File: src/rtl/alu_pkg.sv
// Shared opcode constants and FSM state type for the sequential ALU.
package alu_pkg;

    localparam logic [3:0] ALU_AND = 4'b0000;
    localparam logic [3:0] ALU_OR  = 4'b0001;
    localparam logic [3:0] ALU_ADD = 4'b0010;
    localparam logic [3:0] ALU_SLL = 4'b0100;
    localparam logic [3:0] ALU_SRL = 4'b0101;
    localparam logic [3:0] ALU_SUB = 4'b0110;
    localparam logic [3:0] ALU_SLT = 4'b0111;
    localparam logic [3:0] ALU_MUL = 4'b1000;
    localparam logic [3:0] ALU_DIV = 4'b1001;

    typedef enum logic [1:0] {
        IDLE = 2'd0,
        BUSY = 2'd1,
        DONE = 2'd2
    } aluState_t;

endpackage

File: src/rtl/alu_muldiv.sv
// Iterative unsigned shift-add multiplier / restoring divider, one step per cycle.
// Product or {remainder, quotient} accumulates in {hiReg, loReg}.
module alu_muldiv #(
    parameter int WIDTH = 32
) (
    input  logic             clock,
    input  logic             reset,
    input  logic             start,
    input  logic             isDiv,
    input  logic [WIDTH-1:0] opA,
    input  logic [WIDTH-1:0] opB,
    output logic             done,
    output logic [WIDTH-1:0] hi,
    output logic [WIDTH-1:0] lo
);

    localparam int CW = $clog2(WIDTH);

    logic [WIDTH-1:0] hiReg, loReg, operandReg;
    logic [CW-1:0]    countReg;
    logic             busyReg, divReg;
    logic [WIDTH:0]   addSum, trial;
    logic [WIDTH-1:0] hiStep, loStep;

    always_comb begin
        addSum = {1'b0, hiReg} + {1'b0, (loReg[0] ? operandReg : '0)};
        // Sign bit of the trial subtraction decides whether the divisor fits.
        trial  = {hiReg, loReg[WIDTH-1]} - {1'b0, operandReg};
        if (divReg) begin
            if (!trial[WIDTH]) begin
                hiStep = trial[WIDTH-1:0];
                loStep = {loReg[WIDTH-2:0], 1'b1};
            end else begin
                hiStep = {hiReg[WIDTH-2:0], loReg[WIDTH-1]};
                loStep = {loReg[WIDTH-2:0], 1'b0};
            end
        end else begin
            hiStep = addSum[WIDTH:1];
            loStep = {addSum[0], loReg[WIDTH-1:1]};
        end
    end

    always_ff @(posedge clock or posedge reset) begin
        if (reset) begin
            hiReg      <= '0;
            loReg      <= '0;
            operandReg <= '0;
            countReg   <= '0;
            busyReg    <= 1'b0;
            divReg     <= 1'b0;
        end else if (start) begin
            hiReg      <= '0;
            loReg      <= isDiv ? opA : opB;
            operandReg <= isDiv ? opB : opA;
            countReg   <= '0;
            busyReg    <= 1'b1;
            divReg     <= isDiv;
        end else if (busyReg) begin
            hiReg    <= hiStep;
            loReg    <= loStep;
            countReg <= countReg + 1'b1;
            if (countReg == CW'(WIDTH - 1)) begin
                busyReg <= 1'b0;
            end
        end
    end

    // The final step's outcome is presented combinationally so the top registers it on the same edge.
    assign done = busyReg && (countReg == CW'(WIDTH - 1));
    assign hi   = hiStep;
    assign lo   = loStep;

endmodule

File: src/rtl/alu_seq.sv
// Multi-cycle ALU with start/valid handshake and registered results/flags.
// Define ALU_MULDIV_EN to include the iterative MUL/DIV unit and BUSY state.
module alu_seq #(
    parameter int WIDTH = 32
) (
    input  logic             clock,
    input  logic             reset,
    input  logic             aluStart,
    input  logic [3:0]       aluControl,
    input  logic [WIDTH-1:0] aluInput1,
    input  logic [WIDTH-1:0] aluInput2,
    output logic             aluReady,
    output logic             aluValid,
    output logic [WIDTH-1:0] aluResult,
    output logic [WIDTH-1:0] aluResultHi,
    output logic             aluZero,
    output logic             aluOverflow,
    output logic             aluIllegal
);

    import alu_pkg::*;

    localparam int SHW = $clog2(WIDTH);

    aluState_t        stateReg;
    logic             readyReg, validReg, zeroReg, overflowReg, illegalReg;
    logic [WIDTH-1:0] resultReg, resultHiReg;

    logic [SHW-1:0]   shamt;
    logic [WIDTH-1:0] sumVal, diffVal, opLo, opHi;
    logic             opOverflow, opIllegal, useIterative, accept;
    logic             mdDone;
    logic [WIDTH-1:0] mdHi, mdLo;

    always_comb begin
        shamt        = aluInput2[SHW-1:0];
        sumVal       = aluInput1 + aluInput2;
        diffVal      = aluInput1 - aluInput2;
        opLo         = '0;
        opHi         = '0;
        opOverflow   = 1'b0;
        opIllegal    = 1'b0;
        useIterative = 1'b0;
        case (aluControl)
            ALU_AND: opLo = aluInput1 & aluInput2;
            ALU_OR:  opLo = aluInput1 | aluInput2;
            ALU_ADD: begin
                opLo       = sumVal;
                opOverflow = (aluInput1[WIDTH-1] == aluInput2[WIDTH-1]) &&
                             (sumVal[WIDTH-1] != aluInput1[WIDTH-1]);
            end
            ALU_SUB: begin
                opLo       = diffVal;
                opOverflow = (aluInput1[WIDTH-1] != aluInput2[WIDTH-1]) &&
                             (diffVal[WIDTH-1] != aluInput1[WIDTH-1]);
            end
            ALU_SLL: opLo = aluInput1 << shamt;
            ALU_SRL: opLo = aluInput1 >> shamt;
            ALU_SLT: opLo = {{(WIDTH-1){1'b0}}, ($signed(aluInput1) < $signed(aluInput2))};
`ifdef ALU_MULDIV_EN
            ALU_MUL: useIterative = 1'b1;
            ALU_DIV: begin
                // Divide by zero resolves immediately without entering BUSY.
                if (aluInput2 == '0) begin
                    opLo = '1;
                    opHi = aluInput1;
                end else begin
                    useIterative = 1'b1;
                end
            end
`endif
            default: opIllegal = 1'b1;
        endcase
    end

    assign accept = aluStart && (stateReg == IDLE);

`ifdef ALU_MULDIV_EN
    alu_muldiv #(.WIDTH(WIDTH)) muldivUnit (
        .clock (clock),
        .reset (reset),
        .start (accept && useIterative),
        .isDiv (aluControl == ALU_DIV),
        .opA   (aluInput1),
        .opB   (aluInput2),
        .done  (mdDone),
        .hi    (mdHi),
        .lo    (mdLo)
    );
`else
    assign mdDone = 1'b0;
    assign mdHi   = '0;
    assign mdLo   = '0;
`endif

    always_ff @(posedge clock or posedge reset) begin
        if (reset) begin
            stateReg    <= IDLE;
            readyReg    <= 1'b1;
            validReg    <= 1'b0;
            resultReg   <= '0;
            resultHiReg <= '0;
            zeroReg     <= 1'b0;
            overflowReg <= 1'b0;
            illegalReg  <= 1'b0;
        end else begin
            case (stateReg)
                IDLE: begin
                    if (accept) begin
                        readyReg <= 1'b0;
                        if (useIterative) begin
                            stateReg <= BUSY;
                        end else begin
                            stateReg    <= DONE;
                            validReg    <= 1'b1;
                            resultReg   <= opLo;
                            resultHiReg <= opHi;
                            zeroReg     <= (opLo == '0);
                            overflowReg <= opOverflow;
                            illegalReg  <= opIllegal;
                        end
                    end
                end
                BUSY: begin
                    if (mdDone) begin
                        stateReg    <= DONE;
                        validReg    <= 1'b1;
                        resultReg   <= mdLo;
                        resultHiReg <= mdHi;
                        zeroReg     <= (mdLo == '0);
                        overflowReg <= 1'b0;
                        illegalReg  <= 1'b0;
                    end
                end
                DONE: begin
                    stateReg <= IDLE;
                    readyReg <= 1'b1;
                    validReg <= 1'b0;
                end
                default: begin
                    stateReg <= IDLE;
                    readyReg <= 1'b1;
                    validReg <= 1'b0;
                end
            endcase
        end
    end

    assign aluReady    = readyReg;
    assign aluValid    = validReg;
    assign aluResult   = resultReg;
    assign aluResultHi = resultHiReg;
    assign aluZero     = zeroReg;
    assign aluOverflow = overflowReg;
    assign aluIllegal  = illegalReg;

endmodule

File: config.mk
export PLATFORM = sky130hd
export DESIGN_NAME = alu_seq
export DESIGN_NICKNAME = d
export VERILOG_FILES = /design/src/rtl/alu_pkg.sv /design/src/rtl/alu_muldiv.sv /design/src/rtl/alu_seq.sv
export SDC_FILE = /design/constraint.sdc
export NUM_CORES = 1
export LEC_CHECK = 0
export ABC_CLOCK_PERIOD_IN_PS = 2800
export BUFFER_PORTS_ARGS = -buffer_cell sky130_fd_sc_hd__buf_2
export CAP_MARGIN = 30
export CELL_PAD_IN_SITES_DETAIL_PLACEMENT = 1
export CELL_PAD_IN_SITES_GLOBAL_PLACEMENT = 1
export CORE_UTILIZATION = 45
export DETAILED_ROUTE_END_ITERATION = 10
export PLACE_DENSITY_LB_ADDON = 0.12
export SKIP_LAST_GASP = 1
export SLEW_MARGIN = 20
export SYNTH_ARGS = -nofsm -noshare
export SYNTH_HDL_FRONTEND = slang
export SYNTH_HIERARCHICAL = 1
export SYNTH_SLANG_ARGS = --single-unit
File: constraint.sdc
create_clock -name clock -period 2.8 [get_ports clock]
set_input_delay 0.28 -clock clock [delete_from_list [all_inputs] [get_ports clock]]
set_output_delay 0.28 -clock clock [all_outputs]
set_load 0.01 [all_outputs]
==> metrics, run 1 <==
top-area cell type share of the netlist area=11.2%; First Error=[ERROR DPL-0033] detailed placement checks failed during check placement.; clock tree buffer depth=2; Placed Cells incl. Taps=2,489; status=stopped before the end; quantity of gates resized following cts=301; Synth Instances=1,558; count of hold-fix buffers inserted at cts=0; mean instance size in the synthesized netlist=7.49 um^2; count of flip-flops with a built-in enable after synthesis=0; I/O pins=140; width of the chip=163 um; routability cong.=1.10; H-tree levels=2; number of buffers inserted during clock tree synthesis=5; largest area contributor in the netlist=sky130_fd_sc_hd__ha_1; Rows=58; area of the mapped netlist=0.0117 mm^2; count of distinct cell types in the synthesized netlist=91; post-synthesis sequential element count=37; number of buffers added for setup after CTS=74; buffer cell driving the clock tree root=sky130_fd_sc_hd__clkbuf_16; initial core utilization=46.1%; post-detailed-placement half-perimeter wirelength=63,500 um; Port-buffer cells=107; last step reached=clock tree synthesis (4_1_cts); die height=163 um; fraction of synthesis flops using an asynchronous set or reset pin=100%; sequential-to-total area share from yosys stat=7.95%; flip-flop cell with the highest count after synthesis=sky130_fd_sc_hd__dfrtp_1; largest cells by area after synthesis=sky130_fd_sc_hd__ha_1, sky130_fd_sc_hd__mux4_2, sky130_fd_sc_hd__dfrtp_1; Yosys Warn Count=6; Num Clock Sinks=37
cells by family after synthesis:
group / synth area share, %
and+or+nand+nor: 20.2
AOI/OAI and AO/OA: 26.6
xor gates and xnor gates: 1.28
adders and majority gates: 11.5
other: 0.0321
muxes: 21.5
buffers and inverters: 10.9
DFF: 7.95
cell usage after synthesis (18+ instances only):
| cell type | number |
|---|---|
| sky130_fd_sc_hd__nand2b_1 | 19 |
| sky130_fd_sc_hd__mux2_2 | 29 |
| sky130_fd_sc_hd__o21ai_0 | 85 |
| sky130_fd_sc_hd__a211oi_1 | 23 |
| sky130_fd_sc_hd__nand3_1 | 35 |
| sky130_fd_sc_hd__mux2i_1 | 68 |
| sky130_fd_sc_hd__dfrtp_1 | 36 |
| sky130_fd_sc_hd__inv_1 | 115 |
| sky130_fd_sc_hd__nor2b_1 | 19 |
| sky130_fd_sc_hd__buf_4 | 39 |
| sky130_fd_sc_hd__clkbuf_1 | 87 |
| sky130_fd_sc_hd__ha_1 | 104 |
| sky130_fd_sc_hd__a21oi_1 | 101 |
| sky130_fd_sc_hd__nand2_1 | 151 |
| sky130_fd_sc_hd__buf_2 | 18 |
| sky130_fd_sc_hd__o211ai_1 | 29 |
| sky130_fd_sc_hd__nor2_1 | 146 |
| sky130_fd_sc_hd__mux4_2 | 56 |
| sky130_fd_sc_hd__nor3_1 | 46 |
| sky130_fd_sc_hd__o22ai_1 | 26 |
stage by stage:
stage / instance area [um^2] / setup slack (ns) / setup TNS [ns] / hold slack (ns)
after floorplan: 12000 / -0.750 / -2.78 / 0.440
after global placement: 16800 / -1.66 / -13.97 / 0.394
after detailed placement: 16800 / -1.76 / -18.00 / 0.423
==> run 2, diff against run 1 <==
--- a/config.mk
+++ b/config.mk
@@ -8,11 +8,9 @@
 export ABC_CLOCK_PERIOD_IN_PS = 2800
 export BUFFER_PORTS_ARGS = -buffer_cell sky130_fd_sc_hd__buf_2
 export CAP_MARGIN = 30
-export CELL_PAD_IN_SITES_DETAIL_PLACEMENT = 1
-export CELL_PAD_IN_SITES_GLOBAL_PLACEMENT = 1
-export CORE_UTILIZATION = 45
+export CORE_UTILIZATION = 40
 export DETAILED_ROUTE_END_ITERATION = 10
-export PLACE_DENSITY_LB_ADDON = 0.12
+export PLACE_DENSITY_LB_ADDON = 0.15
 export SKIP_LAST_GASP = 1
 export SLEW_MARGIN = 20
 export SYNTH_ARGS = -nofsm -noshare
==> run 2 against run 1 <==
The flow now finishes, with violations (negative setup slack); synthesized area unchanged; synthesized cell count unchanged.
==> metrics, run 2 <==
total power divided by cell area=270 mW/mm^2; unrepaired setup endpoints after global routing=yes; final core utilization=66.9%; remaining global-route overflow=0; number of nets with antenna violations after detailed routing=0; maximum vdd drop=0.000205 V; data arrival time of the critical path=3.61 ns; mean instance size in the synthesized netlist=7.49 um^2 (unchanged); fraction of synthesis flops using an asynchronous set or reset pin=100% (unchanged); sum of routed wire length over all layers=64,400 um; post-detailed-placement half-perimeter wirelength=52,700 um (was 63,500 um); initial core utilization=40.6% (was 46.1%); routability cong.=1.06 (was 1.10); Pre-Repair DR Iteration Count=7; Synth Instances=1,558 (unchanged); layout cells sized above 1=50.0%; post-synthesis sequential element count=37 (unchanged); standby leakage power=8.98 nW; Hold/Removal Path Class=in2async; via count=15,700; Placed Cells incl. Taps=2,558 (was 2,489); largest net degree at the start of global routing=43; H-tree levels=2 (unchanged); max-capacitance violation count=0; area of the mapped netlist=0.0117 mm^2 (unchanged); Hold Worst Slack=0.0905 ns; list of cells traversed by the critical path=buf_12, buf_12, mux4_2, a222oi_1, buf_4, a211oi_1, or4_4, a221oi_4, and3_1, nand4b_1, nor4_4, nand4_1, o31ai_2; source-to-sink clock delay at the later pin of the worst-skew pair=0.28 ns; area added between synthesis and finish=64.5%; FMAX=293 MHz; Rows=62 (was 58); Slew Limit Fails=0; total inserted antenna cells=0; highest-count cells in the layout ignoring fill and taps=sky130_fd_sc_hd__buf_4, sky130_fd_sc_hd__nand2_1, sky130_fd_sc_hd__nor2_1, sky130_fd_sc_hd__inv_1, sky130_fd_sc_hd__buf_2; count of distinct cell types in the synthesized netlist=91 (unchanged); crit path kind=in2reg; DRC Markers=0; peak per-stage delay on the critical path=0.58 ns; critical path fanouts, max=7; cell with the most instances on the worst path=sky130_fd_sc_hd__buf_12; number of buffers inserted during clock tree synthesis=5 (unchanged); count of flip-flops with a built-in enable after synthesis=0 (unchanged); final hold viol count=0; I/O pins=140 (unchanged); max-slew headroom at the worst pin=45.3%; clock-pin slew on the worst setup and hold paths=0.06 ns; count of hold-fix buffers inserted at cts=0 (unchanged); via density per instance=6.01; Tightest Pin Transition=0.816 ns; list of most frequent post-synthesis cells=sky130_fd_sc_hd__nand2_1, sky130_fd_sc_hd__nor2_1, sky130_fd_sc_hd__inv_1 (unchanged); flip-flop cell with the highest count after synthesis=sky130_fd_sc_hd__dfrtp_1 (unchanged); clock tree buffer depth=2 (unchanged); Largest register FFs=32; number of global-route vias before repair=15,100; startpoint types=input pin; top-area cell type share of the netlist area=11.2% (unchanged); Worst Skew=0.00196 ns; DR iter-0 viols=1,687; Reg-to-Reg Start=aluValid; sequential-to-total area share from yosys stat=7.95% (unchanged); initial antenna violation count=0; Die ar.=0.0298 mm^2; violations in the final reports=negative setup slack; die height=173 um (was 163 um); Crit path required time=2.99 ns; slowest cell on the critical path=sky130_fd_sc_hd__or4_4; leading cell type in the layout, fill and taps excluded=sky130_fd_sc_hd__buf_4; critical register-to-register path endpoint=aluZero; cell class contributing the biggest share of worst-path delay=simple AND/OR/NAND/NOR gates; width of the chip=173 um (was 163 um); least setup slack across all paths after layout=-0.619 ns; Tcrit/Tclk final=122%; Port-buffer cells=107 (unchanged); largest cells by area after synthesis=sky130_fd_sc_hd__ha_1, sky130_fd_sc_hd__mux4_2, sky130_fd_sc_hd__dfrtp_1 (unchanged); Yosys Warn Count=6 (unchanged); status=finished with violations (was stopped before the end); TritonCTS clock tree=done; number of buffer and inverter stages on the critical path=3; core region area=0.0287 mm^2; Num Clock Sinks=37 (unchanged); Post-layout nets=2,407; count of cells along the worst register-to-register path=10; CP Capture Type=flop; final number of setup-violating endpoints=10; buffer cell driving the clock tree root=sky130_fd_sc_hd__clkbuf_16 (unchanged); non-filler instance count after layout=2,615; final critical delay including setup and external delays=3.42 ns; average routed wire per standard cell=24.6 um; total track usage=41.5%; global-route wire length before repair=94,200 um; largest area contributor in the netlist=sky130_fd_sc_hd__ha_1 (unchanged); most common cell in the netlist=sky130_fd_sc_hd__nand2_1 (unchanged); worst setup slack for register-to-register paths=0.04 ns
run 2: cell counts after synthesis:
No cell type changed its count.
run 2: report_power, final:
group / switching, mW / internal, mW / total, mW
combinational: 2.04 / 1.87 / 3.91
sequential: 0.0355 / 0.607 / 0.642
clock: 0.214 / 0.421 / 0.635
total: 2.29 / 2.90 / 5.19
run 2: how the worst max path moves through the flow:
stage                      start  slack, ns      end  depth (start not counted)
floorplan           aluInput2[2]      -0.75  aluZero                         18
global placement    aluInput2[0]      -1.31  aluZero                         17
detailed placement  aluInput2[0]      -1.30  aluZero                         17
CTS                 aluInput2[3]      -0.62  aluZero                         15
global route        aluInput2[0]      -0.70  aluZero                         13
finish              aluInput2[0]      -0.62  aluZero                         13
run 2: area by class of cell:
cell class                 count  area, um^2
fill                        2497        9510
inverter                     116         469
sequential                    37         927
tap                          384         480
clock inverter                 3        46.3
timing repair buffer         795        6150
multi-input combinational   1275       11000
clock buffer                   5         125
run 2: kinds of logic (layout without fill, tap and decap cells):
group                    count (synthesis)  count (layout)  synth area share, %
multiplexers                           162             162                 21.5
AND/OR/NAND/NOR                        503             503                 20.2
adder cells (fa/ha/maj)                106             106                 11.5
flip-flops                              37              37                 7.95
buffers and inverters                  277             919                 10.9
XOR/XNOR                                17              17                 1.28
AO/OA/AOI/OAI                          455             455                 26.6
other                                    1              32               0.0321
run 2: worst reg2reg max path: cells and delay by family (launching register included):
kind / cells / cell delay [ns]
DFF: 1 / 0.37
and+or+nand+nor: 6 / 1.54
AOI/OAI and AO/OA: 4 / 0.75
run 2: timing repair:
action	CTS	global route
endpoints found under the hold margin	0	0
setup buffers	31	30
gates cloned	0	0
resized for setup	183	170
pin swaps	54	67
setup endpoints to repair	19	19
run 2: per-stage QoR:
step                      setup WS, ns  total power, mW  TNS (ns)  instance area (um^2)
after floorplan                 -0.750             2.28     -2.78                 12000
after global placement           -1.31             3.97    -14.85                 17100
after detailed placement         -1.30             3.98    -14.65                 17100
after CTS                       -0.619             4.87     -2.17                 18300
after global routing            -0.700             5.42     -3.01                 19200
final                           -0.619             5.19     -1.97                 19200
run 2: metal layers:
| layer | wire length (um) | vias up | global-route usage, % |
|---|---|---|---|
| met5 | 0 | - | 0 |
| met4 | 3110 | 0 | 16.9 |
| met3 | 5690 | 187 | 4.75 |
| met2 | 28500 | 904 | 66.0 |
| met1 | 27100 | 7554 | 57.2 |
| li1 | - | 7061 | - |
Note: power is estimated with default switching activity, not from simulation.
